<file path="src/rtl/mem_stage_pkg.sv">
// Shared types, FUNCT3 encodings and lane helpers for the memory-stage controller.
package mem_stage_pkg;

    localparam int unsigned XLEN = 32;
    localparam int unsigned BE_W = 4;

    typedef enum logic [1:0] {
        IDLE = 2'd0,
        REQ  = 2'd1,
        DONE = 2'd2
    } state_t;

    // FUNCT3 size/sign encodings; bits [1:0] give the size, bit 2 marks unsigned loads
    localparam logic [2:0] F3_B  = 3'b000;
    localparam logic [2:0] F3_H  = 3'b001;
    localparam logic [2:0] F3_W  = 3'b010;
    localparam logic [2:0] F3_BU = 3'b100;
    localparam logic [2:0] F3_HU = 3'b101;

    function automatic logic [BE_W-1:0] byte_en(input logic [2:0] f3, input logic [1:0] ofs);
        logic [BE_W-1:0] be;
        case (f3)
            F3_B:    be = BE_W'(4'b0001) << ofs;
            F3_H:    be = BE_W'(4'b0011) << {ofs[1], 1'b0};
            default: be = BE_W'(4'b1111);
        endcase
        return be;
    endfunction

    // Narrow stores are replicated so every enabled lane carries the payload
    function automatic logic [XLEN-1:0] store_data(input logic [2:0] f3, input logic [XLEN-1:0] d);
        logic [XLEN-1:0] w;
        case (f3)
            F3_B:    w = {4{d[7:0]}};
            F3_H:    w = {2{d[15:0]}};
            default: w = d;
        endcase
        return w;
    endfunction

    function automatic logic misaligned_access(input logic [2:0] f3, input logic [1:0] ofs);
        logic mis;
        case (f3[1:0])
            2'b00:   mis = 1'b0;
            2'b01:   mis = ofs[0];
            default: mis = |ofs;
        endcase
        return mis;
    endfunction

endpackage

</file>
<file path="src/rtl/load_extender.sv">
// Selects the addressed byte/halfword lane of a read word and sign- or zero-extends it.
module load_extender
    import mem_stage_pkg::*;
(
    input  logic [2:0]      funct3,
    input  logic [1:0]      lane,
    input  logic [XLEN-1:0] rdata,
    output logic [XLEN-1:0] load_data_c
);

    logic [7:0]  byte_c;
    logic [15:0] half_c;

    always_comb begin
        byte_c      = 8'(rdata >> {lane, 3'b000});
        half_c      = 16'(rdata >> {lane[1], 4'b0000});
        load_data_c = rdata;
        case (funct3)
            F3_B:    load_data_c = {{24{byte_c[7]}}, byte_c};
            F3_BU:   load_data_c = {24'h0, byte_c};
            F3_H:    load_data_c = {{16{half_c[15]}}, half_c};
            F3_HU:   load_data_c = {16'h0, half_c};
            default: load_data_c = rdata;
        endcase
    end

endmodule

</file>
<file path="src/rtl/mem_stage_ctrl.sv">
// MEM-stage data-memory controller: IDLE/REQ/DONE handshake with ack timeout.
// Define MEM_STAGE_MISALIGN_TRAP_EN to trap misaligned halfword/word accesses instead of issuing them.
module mem_stage_ctrl
    import mem_stage_pkg::*;
#(
    parameter int ACK_TIMEOUT = 255
) (
    input  logic                CLK,
    input  logic                RESET,
    input  logic                MEM_READ,
    input  logic                MEM_WRITE,
    input  logic [2:0]          FUNCT3,
    input  logic [XLEN-1:0]     ALU_OUTPUT,
    input  logic [XLEN-1:0]     DATA2,
    output logic                BUSYWAIT,
    output logic [XLEN-1:0]     LOAD_DATA,
    output logic                LOAD_VALID,
    output logic                BUS_ERROR,
    output logic                MISALIGNED,
    output logic                DMEM_READ,
    output logic                DMEM_WRITE,
    output logic [XLEN-1:0]     DMEM_ADDR,
    output logic [XLEN-1:0]     DMEM_WDATA,
    output logic [BE_W-1:0]     DMEM_BYTE_EN,
    input  logic [XLEN-1:0]     DMEM_RDATA,
    input  logic                DMEM_ACK
);

    localparam int unsigned CNT_W = $clog2(ACK_TIMEOUT + 1);
    localparam logic [CNT_W-1:0] CNT_LAST = CNT_W'(ACK_TIMEOUT - 1);

    state_t            state_q, state_d;
    logic [CNT_W-1:0]  cnt_q, cnt_d;
    logic [2:0]        f3_q, f3_d;
    logic [1:0]        lane_q, lane_d;
    logic              rd_d, wr_d, lvalid_d, berr_d;
    logic [XLEN-1:0]   addr_d, wdata_d, ldata_d;
    logic [BE_W-1:0]   be_d;
    logic              req_c, issue_ok_c;
    logic [XLEN-1:0]   ext_data_c;

    assign req_c = MEM_READ | MEM_WRITE;

    // Stall while a request waits in IDLE or is outstanding; reset forces it low
    assign BUSYWAIT = ~RESET & (((state_q == IDLE) & req_c) | (state_q == REQ));

`ifdef MEM_STAGE_MISALIGN_TRAP_EN
    logic mis_d;
    assign issue_ok_c = ~misaligned_access(FUNCT3, ALU_OUTPUT[1:0]);
`else
    assign issue_ok_c = 1'b1;
    assign MISALIGNED = 1'b0;
`endif

    load_extender u_load_extender (
        .funct3      (f3_q),
        .lane        (lane_q),
        .rdata       (DMEM_RDATA),
        .load_data_c (ext_data_c)
    );

    // Next-state and next-output logic
    always_comb begin
        state_d  = state_q;
        cnt_d    = cnt_q;
        f3_d     = f3_q;
        lane_d   = lane_q;
        rd_d     = DMEM_READ;
        wr_d     = DMEM_WRITE;
        addr_d   = DMEM_ADDR;
        wdata_d  = DMEM_WDATA;
        be_d     = DMEM_BYTE_EN;
        ldata_d  = LOAD_DATA;
        lvalid_d = 1'b0;
        berr_d   = 1'b0;
`ifdef MEM_STAGE_MISALIGN_TRAP_EN
        mis_d    = 1'b0;
`endif
        case (state_q)
            IDLE: begin
                if (req_c) begin
                    if (issue_ok_c) begin
                        state_d = REQ;
                        cnt_d   = '0;
                        f3_d    = FUNCT3;
                        lane_d  = ALU_OUTPUT[1:0];
                        addr_d  = {ALU_OUTPUT[XLEN-1:2], 2'b00};
                        wdata_d = store_data(FUNCT3, DATA2);
                        be_d    = byte_en(FUNCT3, ALU_OUTPUT[1:0]);
                        wr_d    = MEM_WRITE;
                        rd_d    = ~MEM_WRITE;
                    end else begin
                        state_d = DONE;
`ifdef MEM_STAGE_MISALIGN_TRAP_EN
                        mis_d   = 1'b1;
`endif
                    end
                end
            end
            REQ: begin
                if (DMEM_ACK) begin
                    state_d = DONE;
                    rd_d    = 1'b0;
                    wr_d    = 1'b0;
                    if (DMEM_READ) begin
                        ldata_d  = ext_data_c;
                        lvalid_d = 1'b1;
                    end
                end else if (cnt_q == CNT_LAST) begin
                    state_d = DONE;
                    rd_d    = 1'b0;
                    wr_d    = 1'b0;
                    berr_d  = 1'b1;
                end else begin
                    cnt_d = cnt_q + CNT_W'(1);
                end
            end
            DONE:    state_d = IDLE;
            default: state_d = IDLE;
        endcase
    end

    // State and registered outputs
    always_ff @(posedge CLK or posedge RESET) begin
        if (RESET) begin
            state_q      <= IDLE;
            cnt_q        <= '0;
            f3_q         <= '0;
            lane_q       <= '0;
            DMEM_READ    <= 1'b0;
            DMEM_WRITE   <= 1'b0;
            DMEM_ADDR    <= '0;
            DMEM_WDATA   <= '0;
            DMEM_BYTE_EN <= '0;
            LOAD_DATA    <= '0;
            LOAD_VALID   <= 1'b0;
            BUS_ERROR    <= 1'b0;
        end else begin
            state_q      <= state_d;
            cnt_q        <= cnt_d;
            f3_q         <= f3_d;
            lane_q       <= lane_d;
            DMEM_READ    <= rd_d;
            DMEM_WRITE   <= wr_d;
            DMEM_ADDR    <= addr_d;
            DMEM_WDATA   <= wdata_d;
            DMEM_BYTE_EN <= be_d;
            LOAD_DATA    <= ldata_d;
            LOAD_VALID   <= lvalid_d;
            BUS_ERROR    <= berr_d;
        end
    end

`ifdef MEM_STAGE_MISALIGN_TRAP_EN
    always_ff @(posedge CLK or posedge RESET) begin
        if (RESET) MISALIGNED <= 1'b0;
        else       MISALIGNED <= mis_d;
    end
`endif

endmodule

</file>
<file path="config.mk">
export PLATFORM = sky130hd
export DESIGN_NAME = mem_stage_ctrl
export DESIGN_NICKNAME = d
export VERILOG_FILES = /design/src/rtl/mem_stage_pkg.sv /design/src/rtl/load_extender.sv /design/src/rtl/mem_stage_ctrl.sv
export SDC_FILE = /design/constraint.sdc
export NUM_CORES = 1
export LEC_CHECK = 0
export CAP_MARGIN = 20
export CORE_MARGIN = 1
export CORE_UTILIZATION = 40
export DETAILED_ROUTE_END_ITERATION = 8
export PLACE_DENSITY = 0.73
export REMOVE_ABC_BUFFERS = 1
export SYNTH_ARGS = -nofsm -noshare
export SYNTH_HDL_FRONTEND = slang
export SYNTH_SLANG_ARGS = --single-unit
</file>
<file path="constraint.sdc">
create_clock -name CLK -period 5.2 [get_ports CLK]
set_clock_uncertainty 0.05 [all_clocks]
set_input_delay 1.04 -clock CLK [delete_from_list [all_inputs] [get_ports CLK]]
set_output_delay 1.04 -clock CLK [all_outputs]
set_load 0.01 [all_outputs]
</file>
==> results.md, run 1 <==
Global route:
- The initial antenna violation count came to 0.
- The largest net degree at the start of global routing is 99.
- The final global-route overflow total is 0.
- Global routing used between 20 and 25% of the available tracks across all layers.
- The first global-routing pass estimated approximately 24 mm of wire.
- The number of global-route vias before repair is ~4900.

Setup path:
- For the worst setup path, the data required time is just over 4000 ps.
- The worst setup path category is input pin to output port.
- STA classifies the critical path startpoint as an input pin.
- The sort of element at the end of the critical path is an output port.
- At the worst endpoint, the arrival time is roughly 2400 ps.
- The largest fanout on the critical path is 4.

Place:
- In this run the tool buffered the top-level ports with approximately 200 buffer cells.
- The routability-driven placement congestion ratio is about 0.84.
- After detailed placement, the design holds a cell count of 938.
- The placed instance area is 7530 um^2.
- The HPWL after detailed placement is 10.3 mm.
- Prior to clock tree synthesis, the placed netlist has a worst setup slack of approximately 1700 ps.

Synth:
- The synthesized design devotes to its leading area cell type 54.4% of total area.
- Sorting the synthesized cells by how often they occur yields 190 x sky130_fd_sc_hd__nand2_1, 117 x sky130_fd_sc_hd__dfrtp_1, 43 x sky130_fd_sc_hd__o21ai_0, 39 x sky130_fd_sc_hd__nand3_1, 27 x sky130_fd_sc_hd__mux2i_1.
- The most used flip-flop cell after synthesis is sky130_fd_sc_hd__dfrtp_1.
- The count of warnings emitted by yosys is 0.
- After synthesis the netlist holds a flip-flop and latch count of ~120.
- The synthesized instance count is about 600.
- By instance count, the leading cell after synthesis is sky130_fd_sc_hd__nand2_1.
- By area the synthesized netlist is led by sky130_fd_sc_hd__dfrtp_1 54%, sky130_fd_sc_hd__nand2_1 13%, sky130_fd_sc_hd__mux2i_1 5.0%.
- The biggest area contributor in the post-synthesis netlist is sky130_fd_sc_hd__dfrtp_1.
- The number of distinct library cell variants in the gate-level netlist after synthesis is between 40 and 50.
- Counting flops with a built-in enable in the synthesized netlist gives 0.
- After synthesis the cells add up to ~5400 um^2.
- The mean instance size in the synthesized netlist is 9.18 um^2.
- The proportion of synthesized flip-flops having asynchronous set or reset is 100%.
- Summing the sequential cell areas from Yosys gives between 50% and 60% of the chip area.

Cells and area:
- 0 antenna diodes ended up in the layout.
- The growth of design area from synthesis to finish is 51.3%.
- The finished cells cover a little over 8000 um^2.
- At the end of the flow, the number of nets in the layout was a little under 900.
- The fraction of final layout cells sized beyond drive strength 1 is approximately 7.9%.
- The non-filler instance count after layout is just under 1000.

Timing:
- The total count of hold-check failures in the final report is 0.
- The final-report max-slew violation count is 0.
- The setup violation total in the final timing report is 0.
- After layout, the worst path uses between 60% and 70% of the clock period.
- The post-route minimum period is 3510 ps.
- Summed over all failing endpoints, the final setup total negative slack is 0 ps.
- Derived from the worst setup path, the maximum achievable clock frequency is approximately 290 MHz.
- At the pin with the least slew margin, the transition time is roughly 1000 ps.
- In the post-route analysis, the smallest setup slack over all paths is 1690 ps.
- The worst-case headroom to the max-slew limit is around a third.
- Hold timing on the final database bottoms out at a slack of approximately 420 ps.
- Setup repair after global routing left no endpoint under its margin.

Power and ir drop:
- The power per standard cell area is 577 nW/um^2.
- The cell leakage power is 3.68 nW.
- The largest voltage drop on the vdd net is around 0.00026 V.

Floorplanning:
- For this configuration, the core starts out at a cell density of 40.8%.
- For this design the top-level I/O count stands at 210.
- The die is around 120 um wide.
- In this run the core area contains 42 standard-cell rows.
- The die area is about 14000 um^2.
- The die span in y is ~120 um.
- The core region is between 10000 and 15000 um^2.

Detailed routing:
- After detailed routing, the number of remaining DRC violations is 0.
- The first routing iteration left ~270 violations.
- After detailed routing, the total wire length is around 15 mm.
- The first TritonRoute pass finished after 5 iterations.
- The via count normalized by instance count is 5.03.
- Detailed routing inserted a total of between 4000 and 5000 vias.
- The final routed wire length divided by cell count is between 15 and 20 um.
- Once detail routing completed, the nets flagged for antenna violations numbered 0.

Clocking:
- The H-tree was split into 4 levels.
- The clock tree from TritonCTS is done.
- The clock drives 117 sinks.
- The clock network latency to the later pin of the worst-skew pair is 400 ps.
- Counting along the longest clock path gives a buffer depth of 2.
- TritonCTS created 17 clock buffers.
- The clock-pin transition on the worst setup and hold timing paths is about 50 ps.
- The root buffer cell chosen for the clock tree is sky130_fd_sc_hd__clkbuf_16.
- After clock tree synthesis, the setup repair step added 0 buffers.
- Buffers inserted to repair hold after CTS numbered 0.
- After clock tree synthesis, the repair step resized 0 gates.

Status:
- The run finished with clean final reports.

Min path:
- The path category of the worst min-delay check is flip-flop to flip-flop.

Flow run:
- Max-cap violations in this run came to 0.
## cell type report
class,instances,area [um^2]
sequential,117,2930
multi-input combinational,420,2230
clock buffer,23,488
tap,176,220
clock inverter,9,100
timing repair buffer,212,2120
fill,1110,5050
inverter,14,55.1
## flip-flops by register name, indices dropped and copies added, names as in the netlist
signal and count:
DMEM_WDATA 32, LOAD_DATA 32, DMEM_ADDR 30, cnt_q 8, DMEM_BYTE_EN 4, f3_q 3, lane_q 2, state_q 2
BUS_ERROR 1, DMEM_READ 1, DMEM_WRITE 1, LOAD_VALID 1
## per-layer routing
| layer | GRT usage [%] | up-vias | part of all wire [%] |
|---|---|---|---|
| li1 | - | 2369 | - |
| met1 | 26.7 | 2326 | 43 |
| met2 | 37.4 | 174 | 49 |
| met3 | 7.03 | 13 | 7.6 |
| met4 | 7.21 | 0 | 1.1 |
| met5 | 0 | - | 0 |
## critical path, cell delays in order
cell and delay, ps:
sky130_fd_sc_hd__clkdlybuf4s50_1 590, sky130_fd_sc_hd__o21ai_4 90, sky130_fd_sc_hd__a21oi_1 140, sky130_fd_sc_hd__clkdlybuf4s50_1 550
## logic make-up after synthesis
group	count (synthesis)	share of synthesized area, %
flip-flops	117	54.4
AO/OA/AOI/OAI	98	11.3
XOR/XNOR	1	0.163
adder cells (fa/ha/maj)	2	0.465
multiplexers	34	6.49
buffers and inverters	51	4.42
AND/OR/NAND/NOR	282	22.7
other	1	0.0697
## through the flow
step | total power, mW | utilization [%]
final | 4.70 | 61.7
after global placement | 3.49 | 57.1
after floorplan | 2.44 | -
after detailed placement | 3.55 | 57.1
after CTS | 4.72 | 61.6
after global routing | 4.98 | 61.7
## final timing paths
kind                       cells past startpoint  slack [ps]    startpoint            end
max                                            4        1690      MEM_READ       BUSYWAIT
min                                            2         420  DMEM_ADDR[6]   DMEM_ADDR[6]
max reg2reg                                    4        3000     lane_q[1]  LOAD_DATA[17]
min reg2reg                                    2         420  DMEM_ADDR[6]   DMEM_ADDR[6]
max in group asynchronous                      3        3150         RESET   DMEM_ADDR[3]
min in group asynchronous                      2        1040         RESET       cnt_q[0]
## power by group
| part | total (mW) | switching [mW] | internal [mW] | leakage [nW] |
|---|---|---|---|---|
| clock network | 1.15 | 0.399 | 0.752 | 0.289 |
| logic | 1.92 | 0.904 | 1.02 | 1.94 |
| registers | 1.62 | 0.303 | 1.32 | 1.46 |
## cells in the final DEF (no fill, tap or decap), types with 5 or more instances in the layout
cell	count
sky130_fd_sc_hd__dfrtp_1	117
sky130_fd_sc_hd__nand2_1	190
sky130_fd_sc_hd__inv_1	12
sky130_fd_sc_hd__clkdlybuf4s50_1	206
sky130_fd_sc_hd__nand3_1	39
sky130_fd_sc_hd__mux2i_1	27
sky130_fd_sc_hd__o21ai_0	43
sky130_fd_sc_hd__a21oi_1	23
sky130_fd_sc_hd__nor2_1	25
sky130_fd_sc_hd__clkbuf_16	17
sky130_fd_sc_hd__nor3b_1	8
sky130_fd_sc_hd__mux2_2	7
sky130_fd_sc_hd__buf_4	5
sky130_fd_sc_hd__o221a_2	6
sky130_fd_sc_hd__clkinv_2	5
sky130_fd_sc_hd__a31oi_1	5
Note: power is estimated with default switching activity, not from simulation.
==> inputs of run 2 (changes only) <==
Clock period 5.2 ns to 3.5 ns, I/O delays scaled along.
==> run 2 against run 1 <==
  * Sequential cell count unchanged
  * Hold slack got worse by 4.9 ps
  * Register-to-register slack got worse by 1700 ps
  * Total power increased by 47%
  * Via count increased by 0.53%
  * Sequential power increased by 50%
  * Cell count unchanged
  * Clock power increased by 43%
  * Utilization decreased by 0.17 points
  * Critical path depth unchanged
  * Wire length decreased by 0.52%
  * Critical endpoint unchanged
  * Largest cell class unchanged
  * Highest routed layer unchanged
==> results.md, run 2 (same netlist as run 1, synthesis figures left out) <==
Status:
- The run finished with clean final reports.

Setup path:
- The required time at the endpoint of the critical path is ~2800 ps.
- The largest fanout on the critical path is 4.
- STA classifies the critical path startpoint as an input pin.
- STA puts the critical path data arrival time at 2060 ps.
- The setup path with the least slack is of type input pin to output port.
- STA classifies the critical path endpoint as an output port.

Clocking:
- The hold-fix buffer count after cts is 0.
- The number of sinks driven by the clock tree is around 120.
- The cell chosen for the clock root is sky130_fd_sc_hd__clkbuf_16.
- The maximum buffer depth of the clock tree is 2.
- After clock tree synthesis, the repair step resized 0 gates.
- Post-CTS timing repair inserted 0 buffers for setup.
- The number of buffers created by CTS is 17.
- The clock network latency to the later pin of the worst-skew pair is roughly 410 ps.
- Clock-pin slew was measured on the worst setup and hold paths at ~50 ps.
- The clock tree from TritonCTS is done.
- The H-tree depth reported by CTS is 4.

Detailed routing:
- The DRC violation count after routing is 0.
- For this run, the detailed router's first-pass iteration total came to 5.
- For this block, the via count after detailed routing is about 4900.
- For this block, the routed nets add up to 14.8 mm of wire.
- After detailed routing, the number of vias per cell comes to 5.05.
- In the final routed layout, each cell accounts on average for roughly 15 um.
- The residual antenna-violating net count after detailed routing is 0.
- The first routing iteration left ~330 violations.

Floorplanning:
- The area of the core is ~13000 um^2.
- During I/O placement, the number of pins put on the boundary was 210.
- The floorplan step set the die height to ~120 um.
- The die boundary width is 118 um.
- For this configuration, the core starts out at a cell density of between 40% and 50%.
- The die area is ~14000 um^2.
- The number of placement rows is 42.

Min path:
- The path category of the worst min-delay check is flip-flop to flip-flop.

Power and ir drop:
- For this design the ratio of total power to cell area is approximately 850 nW/um^2.
- Across the VDD grid, the largest voltage drop is approximately 0.00047 V.
- For this design the static power due to leakage is 3.67 nW.
- Power comes to 6.90 mW.

Timing:
- The final-report max-slew violation count is 0.
- The sum of negative setup slack is 0 ps.
- Setup repair after global routing left no endpoint under its margin.
- The final critical path takes up between 80% and 90% of the cycle.
- The setup violation total in the final timing report is 0.
- For the pin with the worst max-slew slack, the measured transition is between 1000 and 1500 ps.
- Headroom to the max-slew limit came out at between 30 and 40%.
- The total count of hold-check failures in the final report is 0.
- The highest attainable clock frequency is 356 MHz.
- For the finished layout, the period the worst path requires is roughly 2800 ps.
- The tightest hold path in the finished design has a slack of 418 ps.

Place:
- The number of placed cells counting well taps is around 940.
- Once placement finished, the instance area stood at around 7600 um^2.
- The sum of net half-perimeters after detailed placement is between 10 and 15 mm.
- Routability-driven placement finished with a final weighted congestion of between 0.8 and 0.9.
- The total of buffers placed on input and output ports is 206.

Cells and area:
- The count of inserted antenna diode cells is 0.
- Leaving out fill and tap cells, the most frequent cell in the layout is sky130_fd_sc_hd__clkdlybuf4s50_1.
- The fraction of final layout cells sized beyond drive strength 1 is under 10%.
- Relative to the synthesized area, the layout overhead comes to 50.9%.
- After routing the design area is just over 8000 um^2.
- In the final layout, the registers with the most flip-flops are DMEM_WDATA: 32 flops, LOAD_DATA: 32 flops, DMEM_ADDR: 30 flops.
- The non-filler instance count after layout is 971.
- At the end of the flow, the number of nets in the layout was approximately 900.
- In the layout the commonest cells are 206 x sky130_fd_sc_hd__clkdlybuf4s50_1, 190 x sky130_fd_sc_hd__nand2_1, 117 x sky130_fd_sc_hd__dfrtp_1, 43 x sky130_fd_sc_hd__o21ai_0, 39 x sky130_fd_sc_hd__nand3_1.

Global route:
- Global routing finished with a remaining overflow of 0.
- The global-route usage over all layers is a little under a quarter.
- The largest net degree at the start of global routing is a little under 100.
- The initial antenna violation count is 0.
- The global-route wire length before repair is approximately 25 mm.
- The number of global-route vias before repair is around 5000.

Flow run:
- Max-cap violations in this run came to 0.
==> run 2: final cells by class <==
cell class	count	area, um^2
fill	1143	5070
sequential	117	2930
multi-input combinational	420	2230
timing repair buffer	214	2130
clock buffer	25	475
tap	176	220
clock inverter	5	75.1
inverter	14	55.1
==> run 2: worst paths after layout <==
check                        startpoint             to  slack [ps]  depth (start not counted)
max                            MEM_READ       BUSYWAIT         690                          4
min                        DMEM_ADDR[8]   DMEM_ADDR[8]         420                          2
max reg2reg                   lane_q[1]  LOAD_DATA[19]        1280                          4
min reg2reg                DMEM_ADDR[8]   DMEM_ADDR[8]         420                          2
max in group asynchronous         RESET  DMEM_ADDR[30]        1950                          3
min in group asynchronous         RESET       cnt_q[2]         700                          2
==> run 2: stage by stage <==
stage	setup WS [ps]	utilization, %
final	689	61.6
after global routing	616	61.6
after CTS	665	61.6
after detailed placement	684	57.4
after global placement	687	57.4
after floorplan	-351	-
==> run 2: report_power, final <==
part	switching [mW]	internal [mW]	leakage [nW]
clock network	0.564	1.07	0.271
logic	1.33	1.51	1.95
registers	0.464	1.96	1.46
==> run 2: layer usage <==
metal,wire (um),global-route usage (%),part of all wire (%),vias up
met5,0,0,0,-
met4,145,7.29,0.98,0
met3,1180,8.09,8.0,12
met2,6990,36.8,47,197
met1,6500,28.1,44,2328
li1,-,-,-,2371
==> run 2: worst max-delay path, stage by stage <==
cell                              delay [ps]
sky130_fd_sc_hd__clkdlybuf4s50_1         580
sky130_fd_sc_hd__o21ai_4                  90
sky130_fd_sc_hd__a21oi_1                 140
sky130_fd_sc_hd__clkdlybuf4s50_1         550
==> inputs of run 3 (changes only) <==
Settings changed: PLACE_DENSITY 0.73 to 0.76.
Clock period 3.5 ns to 2.42 ns, I/O delays scaled along.
==> run 3 against run 2 <==
  * Wire length is 3.1% higher
  * Clock power is 68% higher
  * Critical path depth stayed put
  * Hold slack worse by 120 ps
  * Setup slack worse by 610 ps
  * Highest routed layer unchanged
==> results.md, run 3 (same netlist as run 1, synthesis figures left out) <==
Place:
- The sum of net half-perimeters after detailed placement is ~11 mm.
- Counting tap cells, the placed design contains a total of between 900 and 1000 instances.
- The placed instance area is 7690 um^2.
- The total of buffers placed on input and output ports is 206.
- The routability-driven placement congestion ratio is just over 0.8.

Flow run:
- The max-capacitance violation count is 0.

Global route:
- The global-route usage over all layers is a little under a quarter.
- The largest net degree at the start of global routing is 64.
- The first global-routing pass estimated between 20 and 25 mm of wire.
- The number of global-route vias before repair is between 4000 and 5000.
- The total overflow left after global routing is 0.
- The initial antenna violation count is 0.

Floorplanning:
- 210 I/O pins were placed.
- Measured along the y axis, the die boundary spans approximately 120 um.
- The number of placement rows is 42.
- The area of the core is roughly 13000 um^2.
- The die covers ~14000 um^2.
- The die boundary width is roughly 120 um.
- Once the floorplan was initialized, standard cells occupied 40.8% of the core.

Timing:
- After layout, the worst path uses a little over nine tenths of the clock period.
- The final-report max-slew violation count was 0.
- Setup violations remaining at the end of the flow were counted as 0.
- The total count of hold-check failures in the final report is 0.
- The worst pin sits at a relative slew slack of roughly three fifths.
- Setup repair after global routing left no endpoint under its margin.
- The highest attainable clock frequency is 427 MHz.
- The smallest clock period supported by the final layout is computed as about 2300 ps.
- For the pin with the worst max-slew slack, the measured transition is 592 ps.

Power and ir drop:
- The largest voltage drop on the vdd net is ~0.00064 V.
- The power per standard cell area is 1250 nW/um^2.
- The cell leakage power is 3.79 nW.
- The total design power is between 10 and 15 mW.

Cells and area:
- The most common cell after layout, fill and taps aside is sky130_fd_sc_hd__clkdlybuf4s50_1.
- The final layout contains 901 nets.
- In the layout the commonest cells are 206 x sky130_fd_sc_hd__clkdlybuf4s50_1, 190 x sky130_fd_sc_hd__nand2_1, 116 x sky130_fd_sc_hd__dfrtp_1, 43 x sky130_fd_sc_hd__o21ai_0, 39 x sky130_fd_sc_hd__nand3_1.
- The filler cells instantiated in the layout total around 1100.
- The non-filler instance count after layout is roughly 980.
- The sequential cells in the finished layout cover a total of a little under 3000 um^2.
- With fillers left out, the area of the finished cells amounts to about 8400 um^2.
- Compared with the post-synthesis result, the final layout area differs by 55.2%.
- The fraction of final layout cells sized beyond drive strength 1 is under 10%.
- The largest registers in the layout are DMEM_WDATA: 32 flops, LOAD_DATA: 32 flops, DMEM_ADDR: 30 flops.
- The multi-input combinational cell area is approximately 2200 um^2.
- The count of inserted antenna diode cells is 0.

Detailed routing:
- After detailed routing, the number of remaining DRC violations is 0.
- The count of routing violations after the opening detailed-route iteration is 298.
- After detailed routing, the number of vias per cell comes to around 5.0.
- The first-pass iteration count of the detailed router is 5.
- Wires add up to between 15 and 20 mm.
- The count of nets left with antenna violations once routing finished came out at 0.
- The final routed wire length divided by cell count is roughly 16 um.
- For this block, the via count after detailed routing is 4952.

Clocking:
- At the later pin of the worst-skew pair, clock insertion delay measures 410 ps.
- The cell chosen for the clock root is sky130_fd_sc_hd__clkbuf_16.
- The clock tree from TritonCTS is done.
- The hold-fix buffer count after cts is 0.
- The number of buffers created by CTS is 17.
- No sink is reached through more buffers than the 2 on the longest clock path.
- The total setup buffers inserted after CTS is 0.
- The H-tree depth reported by CTS is 4.
- Clock-pin slew was measured on the worst setup and hold paths at around 50 ps.
- The number of sinks driven by the clock tree is ~120.

Status:
- The run finished with clean final reports.

Setup path:
- The signal on the critical path passes through clkdlybuf4s50_1, o21ai_4, a21oi_1, clkdlybuf4s50_1.
- STA classifies the critical path startpoint as an input pin.
- STA classifies the critical path endpoint as an output port.
- Counting both buffers and inverters, the worst setup path holds a total of 2.
- The largest fanout on the critical path is 2.
- The setup path with the least slack is of type input pin to output port.
- The category of cells accounting for the largest share of critical-path delay is buffers and inverters.
- The maximum single-stage delay on the critical path is between 500 and 600 ps.
- The required time at the endpoint of the critical path is between 1500 and 2000 ps.
- At the worst endpoint, the arrival time is between 1500 and 2000 ps.
- The cell type of the slowest stage on the worst timing path is sky130_fd_sc_hd__clkdlybuf4s50_1.
- The cell that appears most often on the critical path is sky130_fd_sc_hd__clkdlybuf4s50_1.

Min path:
- The worst hold path belongs to the class input pin to async pin.
==> run 3: changes by cell type in the layout (fill, tap and decap cells not counted) <==
cell                         previous run  this run
sky130_fd_sc_hd__buf_12                 1         4
sky130_fd_sc_hd__buf_4                  7        15
sky130_fd_sc_hd__bufinv_16              2         4
sky130_fd_sc_hd__clkbuf_1               6         1
sky130_fd_sc_hd__clkbuf_8               2         6
sky130_fd_sc_hd__clkinvlp_4             0         1
sky130_fd_sc_hd__dfrtp_1              117       116
sky130_fd_sc_hd__dfrtp_2                0         1
sky130_fd_sc_hd__nor2_1                25        24
sky130_fd_sc_hd__nor2_4                 1         2
==> run 3: power breakdown <==
part           switching [mW]  internal, mW  leakage, nW
combinational            2.01          2.26         2.01
sequential              0.620          2.84         1.45
clock                   0.864          1.88        0.322
total                    3.49          6.99         3.79
==> run 3: layout make-up <==
cell class,count,area share (%)
Timing Repair Buffer,225,27.0
Clock inverter,8,1.71
Tap cell,176,2.64
Multi-Input combinational cell,420,26.8
Clock buffer,24,6.13
Inverter,14,0.659
Sequential cell,117,35.1
==> run 3: final timing paths <==
check / start / end / slack [ps] / cells after the start
max in group asynchronous: RESET / DMEM_ADDR[31] / 1450 / 3
worst min-delay path: RESET / cnt_q[1] / 300 / 2
worst min register to register: DMEM_WDATA[26] / DMEM_WDATA[26] / 420 / 2
worst max-delay path: MEM_READ / BUSYWAIT / 80 / 4
worst max register to register: cnt_q[0] / DMEM_WRITE / 550 / 7
min in group CLK: DMEM_WDATA[26] / DMEM_WDATA[26] / 420 / 2
==> run 3: repair_timing <==
action                     4_1_cts  5_1_grt
pin swaps                        0        0
setup endpoints to repair        1        1
cloned                           0        0
resized for setup                1        2
==> run 3: per-layer routing <==
metal | GRT usage [%] | wire length (um)
met5 | 0 | 0
met4 | 9.38 | 298
met3 | 7.75 | 1250
met2 | 37.2 | 7370
met1 | 27.0 | 6360
==> run 3: per-stage QoR <==
step                      hold slack [ps]  setup slack (ps)  TNS (ps)  util, %
after floorplan                       431             -1210   -159910        -
final                                 302              80.6         0     63.3
after detailed placement              416              66.8         0     58.3
after CTS                             297              13.4         0     63.3
after global routing                  308              11.8         0     63.3
after global placement                407              71.0         0     58.3
==> RTL edit 1: new RTL, config.mk and constraints of run 2 <==
Add a define of `MEM_STAGE_MISALIGN_TRAP_EN`.
--- a/src/rtl/mem_stage_ctrl.sv
+++ b/src/rtl/mem_stage_ctrl.sv
@@ -1,5 +1,7 @@
 // MEM-stage data-memory controller: IDLE/REQ/DONE handshake with ack timeout.
 // Define MEM_STAGE_MISALIGN_TRAP_EN to trap misaligned halfword/word accesses instead of issuing them.
+`define MEM_STAGE_MISALIGN_TRAP_EN
+
 module mem_stage_ctrl
     import mem_stage_pkg::*;
 #(
Function: changed (Yosys sat finds a counterexample within 4 cycles, from zero or initial values and one cycle with RESET high).
==> RTL edit 1 against run 2 <==
- worst setup slack worse by 0.051 ns
- area after synthesis up 2.6%
- sequential cell count up 1
- routed wire length up 5.9%
- via count up 2.5%
- power up 2.0%
- cell area up 2.9%
==> RTL edit 1: results (changes against run 2) <==
outcome=completed; M1 GR Usage=28.4% (+0.31 points); NetSw=2.40 mW (+2.0%); Routed Wire Length=15700 um (+5.9%); Post-Place Cells=956 (+1.6%); I/O Buffers=207 (+0.49%); sequential area share after synthesis=53.5% (-0.92 points); mux contribution to synthesized area=7.84% (+1.4 points); non-filler cells, final=988 (+1.8%); slowest stage delay, CP=0.62 ns (+0.04 ns); 1st-pass router iterations=4 (-1); Place WS=0.636 ns (-0.0486 ns); grt met2 use=37.2% (+0.34 points); layout cells sized above 1=7.51% (+0.091 points); Placer Congestion=0.812 (-2.9%); peak supply drop=0.356 mV (-25%); via/cell ratio=5.09 (+0.72%); Power Clock=1.73 mW (+5%); largest net degree at the start of global routing=53 (-46%); fin nets=905 (+1.7%); 1st-iter DRT viols=347 (+4.5%); xor and xnor area share after synthesis=0% (-0.16 points); Filler Cells Inserted=1091 (-4.5%); Cell Area, Placed=0.00776 mm^2 (+2.5%); Net Sw Frac=34.2% (about the same); met3 usage=6.85% (-1.2 points); Post-Synth Adder-Cell Area=0.453% (-0.012 points); GRT Util Overall=22.9% (+0.18 points)
## RTL edit 1: changes by cell type after synthesis, moves of 5 or more
cell / run 2 / this run
o21ai_0: 43 / 57
nor2_1: 25 / 30
a31oi_1: 5 / 19
nor3b_1: 8 / 1
mux2i_1: 27 / 32
o221a_2: 6 / 0
or3_1: 0 / 7
nand3_1: 39 / 4
nand2_1: 190 / 198
a21oi_1: 23 / 12
inv_1: 13 / 7
or4_1: 1 / 6
## RTL edit 1: per-layer routing
layer  vias up  share of wire (%)
li1       2435                  -
met1      2401                 42
met2       174                 49
met3        20                7.2
met4         0                1.7
met5         -                  0
## RTL edit 1: critical path: cells and delay by family
| family | cells | cell delay [ns] |
|---|---|---|
| buffers and inverters | 2 | 1.17 |
| AND/OR/NAND/NOR | 2 | 0.24 |
## RTL edit 1: cell type report
class                           instances  area share [%]
Sequential cell                       118            35.4
Multi-Input combinational cell        436            28.5
Timing Repair Buffer                  218            26.1
Clock buffer                           19            5.18
Tap cell                              176            2.64
Clock inverter                         13            1.89
Inverter                                8           0.389
## RTL edit 1: path summary, 6_finish.rpt
| check | startpoint | depth (start not counted) | to |
|---|---|---|---|
| max | MEM_WRITE | 4 | BUSYWAIT |
| min reg2reg | DMEM_WDATA[4] | 2 | DMEM_WDATA[4] |
| max reg2reg | lane_q[1] | 4 | LOAD_DATA[12] |
| min | DMEM_WDATA[4] | 2 | DMEM_WDATA[4] |
| max in group asynchronous | RESET | 3 | LOAD_DATA[20] |
| min in group asynchronous | RESET | 2 | state_q[1] |
## RTL edit 1: logic make-up after synthesis
| group | Yosys count |
|---|---|
| other cells | 1 |
| compound gates | 114 |
| buf+inv | 46 |
| fa+ha+maj | 2 |
| simple gates | 277 |
| flops | 118 |
| mux | 41 |
==> RTL edit 2: new RTL, config.mk and constraints of run 2 <==
Made on the original files. Take the reset off `LOAD_DATA` and load it in a clocked block of its own.
--- a/src/rtl/mem_stage_ctrl.sv
+++ b/src/rtl/mem_stage_ctrl.sv
@@ -132,7 +132,6 @@
             DMEM_ADDR    <= '0;
             DMEM_WDATA   <= '0;
             DMEM_BYTE_EN <= '0;
-            LOAD_DATA    <= '0;
             LOAD_VALID   <= 1'b0;
             BUS_ERROR    <= 1'b0;
         end else begin
@@ -145,10 +144,13 @@
             DMEM_ADDR    <= addr_d;
             DMEM_WDATA   <= wdata_d;
             DMEM_BYTE_EN <= be_d;
-            LOAD_DATA    <= ldata_d;
             LOAD_VALID   <= lvalid_d;
             BUS_ERROR    <= berr_d;
         end
+    end
+
+    always_ff @(posedge CLK) begin
+        LOAD_DATA <= ldata_d;
     end
 
 `ifdef MEM_STAGE_MISALIGN_TRAP_EN
Function: differs if RESET is asserted again (counterexample within 4 cycles, from zero or initial values and one cycle with RESET high); with RESET held inactive, the same outputs for 4 cycles.
==> RTL edit 2 against run 2 <==
- combinational power decreased by 7.4%
- power shrank 5.4%
- non-clock buffer count is the same
- sequential cell count is the same
- routed wire length is 1.4% higher
- worst setup slack improved by 0.037 ns
- cell area fell by 0.35%
- area after synthesis fell by 1.3%
==> RTL edit 2: results (changes against run 2) <==
Async S/R FF share, synth=72.6% (-27 points); PD cells=807 mW/mm^2 (-5.1%); Slew headroom=40.6% (+8.5 points); I/O Buffers=206 (unchanged); CTS Buf Count=17 (unchanged); Place WS=0.720 ns (+0.0362 ns); layout cells sized above 1=5.91% (-1.5 points); Synth top cells by count=203 x nand2_1, 85 x dfrtp_1, 44 x o21ai_0; Routed Wire Length=15000 um (+1.4%); Cell Area, Placed=0.00755 mm^2 (-0.28%); Worst Path Arrival=2.02 ns (-0.04 ns); post-synth cell types=47 (-2.1%); GRT Util Overall=22.3% (-0.36 points); Post-Synthesis Cells=547 (-6.7%); first-pass GRT wire length=22900 um (-7.9%); Post-synth EDFFs=32 (+32); 1st-iter DRT viols=400 (+20%); sequential area share after synthesis=58.1% (+3.7 points); Ys Warns=0 (unchanged); Placer Congestion=0.854 (+2.0%); Filler Cells Inserted=1025 (-10%); largest net degree at the start of global routing=95 (-4.0%); CTS Buffer Depth=2 (unchanged); ANT nets after route=0 (unchanged); vias in the first global route=4585 (-7.6%); Vias=4719 (-3.9%); outcome=completed; DR WL/cell=16.1 um (+5.5%); initial antenna violation count=0 (unchanged); HPWL Detailed=10600 um (+0.52%); Area contributors post-synth=dfrtp_1 40%, edfxtp_1 18%, nand2_1 14%, mux2i_1 4.9%, o21ai_0 4.1%; peak supply drop=0.545 mV (+15%); Comb power=2.63 mW (-7.4%); P_int=4.27 mW (-6.0%); Min-Delay Path Class=reg2reg; Leak Pwr=3.50 nW (-4.7%); sequential power=2.31 mW (-5%); Post-Place Cells=902 (-4.1%); fin nets=855 (-3.9%)
## RTL edit 2: cell count changes in the layout (fill, tap and decap cells not counted), sizes merged, moves of 13 or more
cell    delta
edfxtp    +32
nand2     +13
nand3     -34
a21oi     -14
dfrtp     -32
## RTL edit 2: final cells by class
type	count	area, um^2	share of cell area [%]
sequential	117	3090	38.2
timing repair buffer	214	2130	26.4
multi-input combinational	393	2090	25.8
clock buffer	28	527	6.51
tap	172	215	2.66
inverter	6	23.8	0.294
clock inverter	3	16.3	0.201
## RTL edit 2: worst paths after layout
kind / startpoint / end / slack, ns / cells past startpoint
worst max register to register: f3_q[0] / LOAD_DATA[14] / 1.25 / 4
min in group asynchronous: RESET / cnt_q[1] / 0.66 / 2
max in group asynchronous: RESET / DMEM_WDATA[17] / 2.05 / 3
worst max-delay path: MEM_WRITE / BUSYWAIT / 0.73 / 4
worst min register to register: DMEM_ADDR[25] / DMEM_ADDR[25] / 0.42 / 2
worst min-delay path: DMEM_ADDR[25] / DMEM_ADDR[25] / 0.42 / 2
## RTL edit 2: critical path: stages
cell and delay [ns]:
clkdlybuf4s50_1 0.57, o21ai_4 0.07, a21oi_1 0.13, clkdlybuf4s50_1 0.55
## RTL edit 2: cell families (layout without fill, tap and decap cells)
logic type      after synthesis  after routing  share of synthesized area, %
mux                          28             28                          5.32
flops                       117            117                          58.1
xor+xnor                      2              2                         0.330
compound gates              104            104                          13.1
other cells                   1              3                        0.0706
buf+inv                      39            251                          2.99
fa+ha+maj                     2              2                         0.471
simple gates                254            254                          19.6
## RTL edit 2: layer usage
metal	part of all wire, %	track usage [%]	vias to the layer above	wire length [um]
met4	1.4	8.35	0	203
met5	0	0	-	0
met1	40	25.8	2205	6020
met2	48	36.7	215	7230
met3	10	9.63	22	1580
li1	-	-	2277	-
